File: config.mk
export PLATFORM = sky130hd
export DESIGN_NAME = wallace_final_add
export DESIGN_NICKNAME = d
export VERILOG_FILES = /design/src/rtl/wallace_final_add.sv
export SDC_FILE = /design/constraint.sdc
export NUM_CORES = 1
export LEC_CHECK = 0
export BUFFER_PORTS_ARGS = -buffer_cell sky130_fd_sc_hd__buf_2
export CORE_UTILIZATION = 45
export CTS_CLUSTER_DIAMETER = 80
export DETAILED_ROUTE_END_ITERATION = 16
export GPL_TIMING_DRIVEN = 0
export PLACE_DENSITY = 0.7
export SETUP_SLACK_MARGIN = 0.02
export SLEW_MARGIN = 20
export SYNTH_ARGS = -nofsm -noshare
export SYNTH_HDL_FRONTEND = slang
export SYNTH_SLANG_ARGS = --single-unit
File: constraint.sdc
create_clock -name clk -period 3.08 [get_ports clk]
set_input_delay 0.154 -clock clk [delete_from_list [all_inputs] [get_ports clk]]
set_output_delay 0.154 -clock clk [all_outputs]
set_load 0.01 [all_outputs]
File: src/rtl/wallace_final_add.sv
// wallace_final_add
// Two-stage pipelined carry-propagate adder that merges the redundant sum/carry
// pair from the last carry-save row of the Wallace multiplier into one binary result.
// Stage 1 resolves the low SPLIT bits and their carry out. Stage 2 finishes the upper bits.
// Both sides use a valid/ready handshake, so the multiplier can stall without losing data.
//
// Ports
//   clk        : clock, rising edge
//   rst_n      : asynchronous active-low reset
//   in_valid   : u/v hold a valid operand pair
//   in_ready   : operand accepted this cycle (combinational from out_ready)
//   u          : carry-save sum vector, bit i weight 2^i
//   v          : carry-save carry vector, bit i weight 2^(i+VSH)
//   out_valid  : out_sum holds a valid result
//   out_ready  : consumer takes the result this cycle
//   out_sum    : u + (v << VSH), full WU+1 bits
module wallace_final_add #(
  parameter int unsigned WU    = 10,
  parameter int unsigned WV    = 8,
  parameter int unsigned VSH   = 2,
  parameter int unsigned SPLIT = 5
) (
  input  logic          clk,
  input  logic          rst_n,
  input  logic          in_valid,
  output logic          in_ready,
  input  logic [WU-1:0] u,
  input  logic [WV-1:0] v,
  output logic          out_valid,
  input  logic          out_ready,
  output logic [WU:0]   out_sum
);

  localparam int unsigned WH = WU - SPLIT;

  logic [WU-1:0]  w_w;
  logic [SPLIT:0] w_lo;
  logic [WH:0]    w_hi;
  logic           w_s1_en;
  logic           w_s2_en;
  logic           w_in_xfer;

  logic             r_s1_valid;
  logic [SPLIT-1:0] r_s1_lo;
  logic             r_s1_c1;
  logic [WH-1:0]    r_s1_uhi;
  logic [WH-1:0]    r_s1_whi;
  logic             r_s2_valid;
  logic [WU:0]      r_s2_sum;

  // Align the carry vector to its weight. Bits above WV+VSH stay zero.
  always_comb begin
    w_w                 = '0;
    w_w[WV+VSH-1:VSH]   = v;
  end

  assign w_lo = {1'b0, u[SPLIT-1:0]} + {1'b0, w_w[SPLIT-1:0]};
  assign w_hi = {1'b0, r_s1_uhi} + {1'b0, r_s1_whi} + {{WH{1'b0}}, r_s1_c1};

  // Each stage advances when it is empty or when the stage downstream of it advances.
  assign w_s2_en   = !r_s2_valid || out_ready;
  assign w_s1_en   = !r_s1_valid || w_s2_en;
  assign w_in_xfer = in_valid && w_s1_en;

  assign in_ready  = w_s1_en;
  assign out_valid = r_s2_valid;
  assign out_sum   = r_s2_sum;

  always_ff @(posedge clk or negedge rst_n) begin
    if (!rst_n) begin
      r_s1_valid <= 1'b0;
      r_s1_lo    <= '0;
      r_s1_c1    <= 1'b0;
      r_s1_uhi   <= '0;
      r_s1_whi   <= '0;
    end else if (w_s1_en) begin
      r_s1_valid <= in_valid;
      // Operand fields are sampled only on a real transfer.
      if (in_valid) begin
        r_s1_lo  <= w_lo[SPLIT-1:0];
        r_s1_c1  <= w_lo[SPLIT];
        r_s1_uhi <= u[WU-1:SPLIT];
        r_s1_whi <= w_w[WU-1:SPLIT];
      end
    end
  end

  always_ff @(posedge clk or negedge rst_n) begin
    if (!rst_n) begin
      r_s2_valid <= 1'b0;
      r_s2_sum   <= '0;
    end else if (w_s2_en) begin
      r_s2_valid <= r_s1_valid;
      if (r_s1_valid) begin
        r_s2_sum <= {w_hi, r_s1_lo};
      end
    end
  end

endmodule

==> results of run 1 <==
==> cell type report <==
type | instances | area (um^2) | area share
buffer | 2 | 31.3 | 0.0182
clock buffer | 5 | 37.5 | 0.0219
clock inverter | 3 | 65.1 | 0.0379
inverter | 6 | 22.5 | 0.0131
multi-input combinational | 67 | 614 | 0.358
sequential | 29 | 726 | 0.423
tap | 31 | 38.8 | 0.0226
timing repair buffer | 35 | 180 | 0.105
==> worst min path at each step <==
stage	end	startpoint	slack [ns]	cells past startpoint
final	r_s1_uhi[0]	u[5]	0.06	2
after global routing	r_s1_lo[0]	u[0]	0.03	2
after CTS	r_s1_lo[0]	u[0]	0.04	2
after detailed placement	r_s1_c1	rst_n	0.21	1
after global placement	r_s1_c1	rst_n	0.21	1
after floorplan	out_sum[0]	rst_n	-0.14	0
==> state kept, by name, indices dropped and copies added, names as in the netlist <==
register and flops:
out_sum 11, out_valid 1, r_s1_c1 1, r_s1_lo 5, r_s1_uhi 5, r_s1_valid 1
r_s1_whi 5
==> what timing repair did <==
| item | in CTS | in global routing |
|---|---|---|
| hold buffers | 1 | 0 |
| gates resized for setup | 0 | 0 |
| setup endpoints to repair | 0 | 0 |
| endpoints found under the hold margin | 29 | 0 |
==> power groups by stage <==
stage               logic, mW  clock network [mW]  registers [mW]
floorplan               0.178                   0           0.546
global placement        0.306                   0           0.523
detailed placement      0.316                   0           0.528
CTS                     0.321               0.393           0.520
global route            0.352               0.415           0.532
finish                  0.315               0.384           0.519
==> cell usage after synthesis <==
master     n  area (um^2)
nand2_8    1         20.0
a21o_1     1         7.51
fa_1       3         60.1
ha_1       7         87.6
nand3b_4   1         20.0
o21ai_0    7         35.0
or2b_2     1         8.76
a21oi_1    5         25.0
xor2_1     2         17.5
o31ai_1    1         7.51
inv_1      6         22.5
a21boi_0   1         7.51
nand2_2    1         6.26
buf_6      1         11.3
nand3_1    1         5.00
or2b_1     1         7.51
nand2_1    8         30.0
nor2_1     4         15.0
nand2b_1   2         12.5
dfrtp_1   29          726
xnor2_1    1         8.76
mux2_2    14          158
buf_12     1         20.0
mux2_4     5         75.1
==> kinds of logic after synthesis <==
logic type      Yosys count
xor+xnor                  3
mux                      19
compound gates           15
flops                    29
simple gates             20
fa+ha+maj                10
buf+inv                   8
==> layer usage <==
| layer | global-route usage | wire (um) |
|---|---|---|
| met1 | 0.211 | 1090 |
| met2 | 0.291 | 1180 |
| met3 | 0.0692 | 122 |
| met4 | 0.0510 | 19 |
| met5 | 0 | 0 |
==> metrics.cfg, run 1 <==
[synth]
synth_top_family_by_area=multiplexers
postSynthAreaPerCell_um2=13.4
synthAdderAreaFrac=0.106
synth_compound_area_frac=0.0592
synth.cell_area_mm2=0.00139
syn_inst=104
synth_fp_nets=136
synthXorXnorAreaFrac=0.0189
yosysSeqAreaShare=0.521
synthSimpleGateAreaFrac=0.0898
synth_mux_area_frac=0.167
yosys_warnings=0
synth_seq_cells=29
synthDistinctLibCells=24

[setup_path]
critPathArrivalTime_ns=1.91
startpoint=r_s1_c1
r2r_setup_slack_ns=1.37
worstPathRequired_ns=3.29
path_delay_family=adder cells
critical_path.cell_chain=fa_1 > inv_1 > fa_1 > nand2b_1 > a21oi_1 > xnor2_1 > o21ai_0
rr_startpoint=r_s1_c1
crit_path_max_incr_delay_ns=0.40
worstPathMaxFanout=2
critPathLaunchType=register
critical_path_depth=7
crit_top_cell=fa_1
crit_path_top_delay_cell=dfrtp_1
critPathKind=register to register
reg2reg_to=out_sum[9]
r2r_cells=7
path_buf_inv=1
end_kind=register
setup.worst_path.end=out_sum[9]

[route]
routed_wl_um=2410
via_per_inst=5.02
first_iter_violations=7
drc=2
postRouteAntennaNets=0
dr.pass1.iters=10
wl_per_cell_um=13.5
via_count=894

[floorplanning]
dieWidth_um=57.7
die_h_um=57.7
initial_core_util=0.489
io_pins=35
dieArea_mm2=0.00332
core.rowCount=19
coreArea_mm2=0.00285

[place]
dp_slack_ns=1.39
dp_hpwl_um=1760
routabilityCongestion=0.735
placedInstanceArea_mm2=0.00160
dp_cells=169
io_buffers=34

[global_routing]
gr-total-overflow=0
grt_pass1_vias=1009
grt_use_total=0.174
grt_pass1_wl_um=4330
grt_start_max_net_pins=30
antenna_found_initial=0

[layout]
layout.cells.non_filler=178
n_antenna_cell=0
final_cell_mix=34 x buf_2, 29 x dfrtp_1, 14 x mux2_2, 8 x nand2_1
utilization=0.601
nets=178
drive_gt1_frac=0.456
syn_to_final_growth_pct=23.1
final_common_cell=buf_2
num-fill-cells=248
fin_area_mm2=0.00172

[cts]
clk_pin_slew_ns=0.10
h-tree-depth=2
clock_latency_ns=0.32
clock_path_buffers=2
cts_root_buf=clkbuf_4
clkSinkCount=29
postCtsSetupBuffers=0
cts_tree=built
cts_buffers=5

[timing]
fin_worst_skew_ns=0.00520
worst_pin_slew_ns=0.653
fin_crit_ns=1.71
rsz0062_at_grt=no
fin_setup_tns_ns=0
setup_viol=0
hold-worst-slack_ns=0.0559
fmax_mhz=586
fin_crit_sh=0.554
layout_setup_ws_ns=1.37
slew_headroom=0.564
hold_viol_final=0
drv_slew=0

[power]
p_leak_nw=0.858
p_int_uw=883
vdd.ir_drop.worst_mv=0.515
total_power_mw=1.22
p_comb_frac=0.259
p_seq_frac=0.426
switchingPower_uw=335
clockPowerShare=0.315
power_density_mw_per_mm2=710
p_sw_frac=0.275

[status]
outcome=finished with violations
violations=DRC

[min_path]
hp-class=primary input to register

[job]
cap_violations=0

Power figures use the tool's default switching activity.
==> inputs of run 2 (changes only) <==
ABC_AREA = 1   (was unset)
clock period = 1.7 ns   (was 3.08 ns; I/O delays follow)
==> metrics.cfg, run 2 <==
[status]
outcome=finished with violations
violations=DRC

[power]
p_leak_nw=1.02
vdd.ir_drop.worst_mv=0.508
power_density_mw_per_mm2=1150
total_power_mw=2.07

[synth]
synth.largest_area_cell=dfrtp_1
netlist_top_cells_area=dfrtp_1 52%, nand2_1 21%, ha_1 6.3%, fa_1 4.3%, inv_1 4.3%
synthArstFlopShare=1.00
syn_inst=163
synth_seq_cells=29
synth.cell_area_mm2=0.00139
synth_edf_count=0
synth_compound_area_frac=0.0396
synthAdderAreaFrac=0.106
yosysSeqAreaShare=0.523
synth_top_area_frac=0.523
synth_top_cells_by_count=78 x nand2_1, 29 x dfrtp_1, 16 x inv_1
synthXorXnorAreaFrac=0.00631
synthDistinctLibCells=16
synth_fp_nets=195
synth_mux_area_frac=0
synth_top_family_by_area=simple AND/OR/NAND/NOR gates
synthSimpleGateAreaFrac=0.264
yosys_warnings=0
synth_top_flop_cell=dfrtp_1
postSynthAreaPerCell_um2=8.52
synth.most_common_cell=nand2_1

[route]
drc=1
via_per_inst=4.83
postRouteAntennaNets=0
dr.pass1.iters=10
via_count=1203
wl_per_cell_um=11.0
routed_wl_um=2750
first_iter_violations=48

[setup_path]
critPathKind=register to register
critPathLaunchType=register
setup.worst_path.end=out_sum[9]
critical_path.cell_chain=fa_2 > inv_1 > fa_1 > inv_1 > nand2_1 > nand2_1 > nand3_1 > nand3_1 > nand2_1
r2r_cells=9
end_kind=register
worstPathRequired_ns=1.92
worstPathMaxFanout=2
r2r_setup_slack_ns=0.12
crit_path_top_delay_cell=dfrtp_1
startpoint=r_s1_c1
crit_path_max_incr_delay_ns=0.40
rr_startpoint=r_s1_c1
reg2reg_to=out_sum[9]
critPathArrivalTime_ns=1.80
crit_top_cell=nand2_1

[min_path]
hp-class=primary input to register
hold_depth=4

[place]
io_buffers=34
dp_hpwl_um=2030
dp_slack_ns=0.112
routabilityCongestion=0.798

[timing]
fin_setup_tns_ns=0
fin_crit_ns=1.58
drv_slew=0
rsz0062_at_grt=no
setup_viol=0
worst_pin_slew_ns=0.629
layout_setup_ws_ns=0.120
fin_worst_skew_ns=0.00403
hold_viol_final=0
slew_headroom=0.580
fin_crit_sh=0.929
fmax_mhz=633

[layout]
n_antenna_cell=0
drive_gt1_frac=0.225
final_cell_mix=78 x nand2_1, 36 x buf_2, 29 x dfrtp_1, 16 x inv_1, 13 x dlygate4sd3_1
num-fill-cells=253
multi_input_area_um2=581
largest_reg_flops=11
syn_to_final_growth_pct=29.6
regArea_um2=726
final_common_cell=nand2_1
utilization=0.636
nets=249

[cts]
clkSinkCount=29
cts_tree=built
clock_path_buffers=2
clk_pin_slew_ns=0.09
clock_latency_ns=0.32
postCtsSetupBuffers=0
cts_buffers=5
cts_root_buf=clkbuf_4
h-tree-depth=2

[global_routing]
grt_use_total=0.196
grt_pass1_vias=1133
grt_start_max_net_pins=30
grt_pass1_wl_um=4800
gr-total-overflow=0
antenna_found_initial=0

[floorplanning]
dieWidth_um=57.6
initial_core_util=0.491
core.rowCount=19
dieArea_mm2=0.00331
coreArea_mm2=0.00283
die_h_um=57.6
io_pins=35

[job]
cap_violations=0

## run 2: final cells by class
| cell class | count | area share |
|---|---|---|
| flip-flops and latches | 29 | 0.403 |
| clock buffers | 7 | 0.0361 |
| plain buffers | 3 | 0.0118 |
| inverters | 17 | 0.0354 |
| well taps | 31 | 0.0215 |
| repair buffers | 47 | 0.167 |
| clock inverters | 1 | 0.00278 |
| multi-input cells | 114 | 0.322 |
## run 2: layer usage
| layer | track usage | vias to the layer above | routed length [um] |
|---|---|---|---|
| li1 | - | 606 | - |
| met4 | 0.111 | 0 | 76 |
| met3 | 0.0476 | 10 | 116 |
| met1 | 0.251 | 557 | 1290 |
| met2 | 0.306 | 30 | 1270 |
| met5 | 0 | - | 0 |
## run 2: power by group
part	total [mW]	internal [mW]	switching, mW
Sequential	0.950	0.860	0.0904
Clock	0.478	0.239	0.238
Combinational	0.643	0.275	0.369
## run 2: how the worst min path moves through the flow
stage                   start          to  slack, ns
global route        out_ready  r_s1_valid       0.04
finish              out_ready  r_s1_valid       0.04
detailed placement      rst_n  out_sum[2]       0.14
floorplan               rst_n  out_sum[0]      -0.21
global placement        rst_n  out_sum[2]       0.13
CTS                 out_ready  r_s1_valid       0.03
## run 2: logic make-up (layout without fill, tap and decap cells)
family / count (synthesis) / after routing
buffers and inverters: 20 / 75
XOR/XNOR: 1 / 1
flip-flops: 29 / 29
adder cells (fa/ha/maj): 10 / 10
AND/OR/NAND/NOR: 92 / 92
AO/OA/AOI/OAI: 11 / 11
## run 2: per-stage QoR
| stage | cell area [um^2] | hold WS [ns] | instances |
|---|---|---|---|
| floorplan | 1390 | -0.211 | 163 |
| global placement | 1600 | 0.128 | 228 |
| detailed placement | 1600 | 0.144 | 228 |
| CTS | 1800 | 0.0256 | 249 |
| global route | 1800 | 0.0440 | 249 |
| finish | 1800 | 0.0372 | 249 |
## run 2: critical path, delay by kind of cell, from the launching register on
| family | cells | cell delay (ns) |
|---|---|---|
| fa+ha+maj | 2 | 0.61 |
| flops | 1 | 0.40 |
| simple gates | 5 | 0.33 |
| buf+inv | 2 | 0.14 |
## run 2: timing repair
action	CTS	global route
endpoints found under the hold margin	41	0
endpoints found under the setup margin	0	1
resized for setup	0	1
hold buffers	13	0
==> inputs of run 3 (changes only) <==
CELL_PAD_IN_SITES_DETAIL_PLACEMENT = 1   (was unset)
CELL_PAD_IN_SITES_GLOBAL_PLACEMENT = 1   (was unset)
CORE_UTILIZATION = 38   (was 45)
PLACE_DENSITY = 0.79   (was 0.7)
==> metrics.cfg, run 3 (same netlist as run 2, synthesis figures left out) <==
[setup_path]
r2r_cells=9
critPathLaunchType=register
critPathArrivalTime_ns=1.83
end_kind=register
worstPathMaxFanout=2
reg2reg_to=out_sum[9]
r2r_setup_slack_ns=0.13
worstPathRequired_ns=1.97
startpoint=r_s1_uhi[0]
critPathKind=register to register
setup.worst_path.end=out_sum[9]
rr_startpoint=r_s1_uhi[0]

[layout]
regArea_um2=726
utilization=0.538
final_common_cell=nand2_1
layout.cells.non_filler=265
drive_gt1_frac=0.251
num-fill-cells=437
final_cell_mix=78 x nand2_1, 36 x buf_2, 29 x dfrtp_1, 14 x inv_1, 13 x dlygate4sd3_1
nets=250
multi_input_area_um2=593
largest_reg_flops=11
n_antenna_cell=0
syn_to_final_growth_pct=32.4

[global_routing]
grt_pass1_vias=1350
grt.met1_usage=0.233
grt_use_total=0.205
gr-total-overflow=0
grt_use_met2=0.352
antenna_found_initial=0
grt_start_max_net_pins=30
grt_use_met3=0.0620
grt_pass1_wl_um=6020
top_usage_layer=met2

[place]
dp_cells=243
io_buffers=34
dp_hpwl_um=2520
routabilityCongestion=0.830

[floorplanning]
coreArea_mm2=0.00342
dieArea_mm2=0.00390
dieWidth_um=62.5
initial_core_util=0.407
die_h_um=62.5
core.rowCount=21
io_pins=35

[route]
drc=0
via_count=1248
routed_wl_um=3490
via_per_inst=4.71
wl_per_cell_um=13.2
first_iter_violations=43
postRouteAntennaNets=0
dr.pass1.iters=4

[cts]
clock_path_buffers=2
h-tree-depth=2
clkSinkCount=29
clock_latency_ns=0.33
cts_root_buf=clkbuf_4
clk_pin_slew_ns=0.09
cts_buffers=5
cts_tree=built

[power]
vdd.ir_drop.worst_mv=0.594
p_leak_nw=1.03
total_power_mw=2.13
power_density_mw_per_mm2=1160

[timing]
hold_viol_final=0
rsz0062_at_grt=no
fin_setup_tns_ns=0
worst_pin_slew_ns=0.644
fin_crit_ns=1.57
slew_headroom=0.570
setup_viol=0
fin_worst_skew_ns=0.00725
drv_slew=0
fin_crit_sh=0.921
hold-worst-slack_ns=0.0321
fmax_mhz=639

[min_path]
hold_depth=4
hp-class=primary input to register

[status]
outcome=completed

[job]
cap_violations=0

## run 3: through the flow
stage,cell area [um^2],worst slack (ns)
4_1_cts,1830,0.0348
3_5_place_dp,1620,0.0471
5_1_grt,1840,0.0454
2_1_floorplan,1390,0.211
6_report,1840,0.134
3_3_place_gp,1620,0.104
## run 3: critical path, cell delays in order, from the launching register on
cell and delay (ns):
dfrtp_1 0.41, fa_2 0.43, inv_2 0.07, fa_2 0.21
inv_2 0.04, nand2_1 0.08, nand2_1 0.07, nand3_2 0.07
nand3_2 0.07, nand2_1 0.06
## run 3: layer usage
layer / wire length (um) / vias to the layer above
li1: - / 611
met1: 1430 / 598
met2: 1850 / 31
met3: 122 / 8
met4: 88 / 0
met5: 0 / -
## run 3: area by class of cell
| type | count | share of cell area |
|---|---|---|
| buffer | 3 | 0.0116 |
| clock buffer | 7 | 0.0354 |
| clock inverter | 1 | 0.00272 |
| inverter | 17 | 0.0347 |
| multi-input combinational | 114 | 0.322 |
| sequential | 29 | 0.395 |
| tap | 46 | 0.0313 |
| timing repair buffer | 48 | 0.167 |
## run 3: power by group
part           internal (mW)  switching, mW  leakage [nW]
combinational          0.286          0.408         0.630
sequential             0.860         0.0955         0.355
clock                  0.239          0.238        0.0413
## run 3: worst min-delay path by stage
| stage | from | endpoint | slack, ns |
|---|---|---|---|
| 6_report | out_ready | out_valid | 0.03 |
| 5_1_grt | out_ready | out_valid | 0.05 |
| 4_1_cts | out_ready | out_valid | 0.02 |
| 3_5_place_dp | rst_n | r_s1_uhi[4] | 0.15 |
| 3_3_place_gp | rst_n | r_s1_uhi[1] | 0.13 |
| 2_1_floorplan | rst_n | out_sum[0] | -0.21 |
## run 3: repair_timing
action	CTS	global route
hold buffers	13	0
endpoints found under the hold margin	41	0
pin swaps	1	1
setup buffers	1	0
endpoints found under the setup margin	1	2
resized for setup	2	4
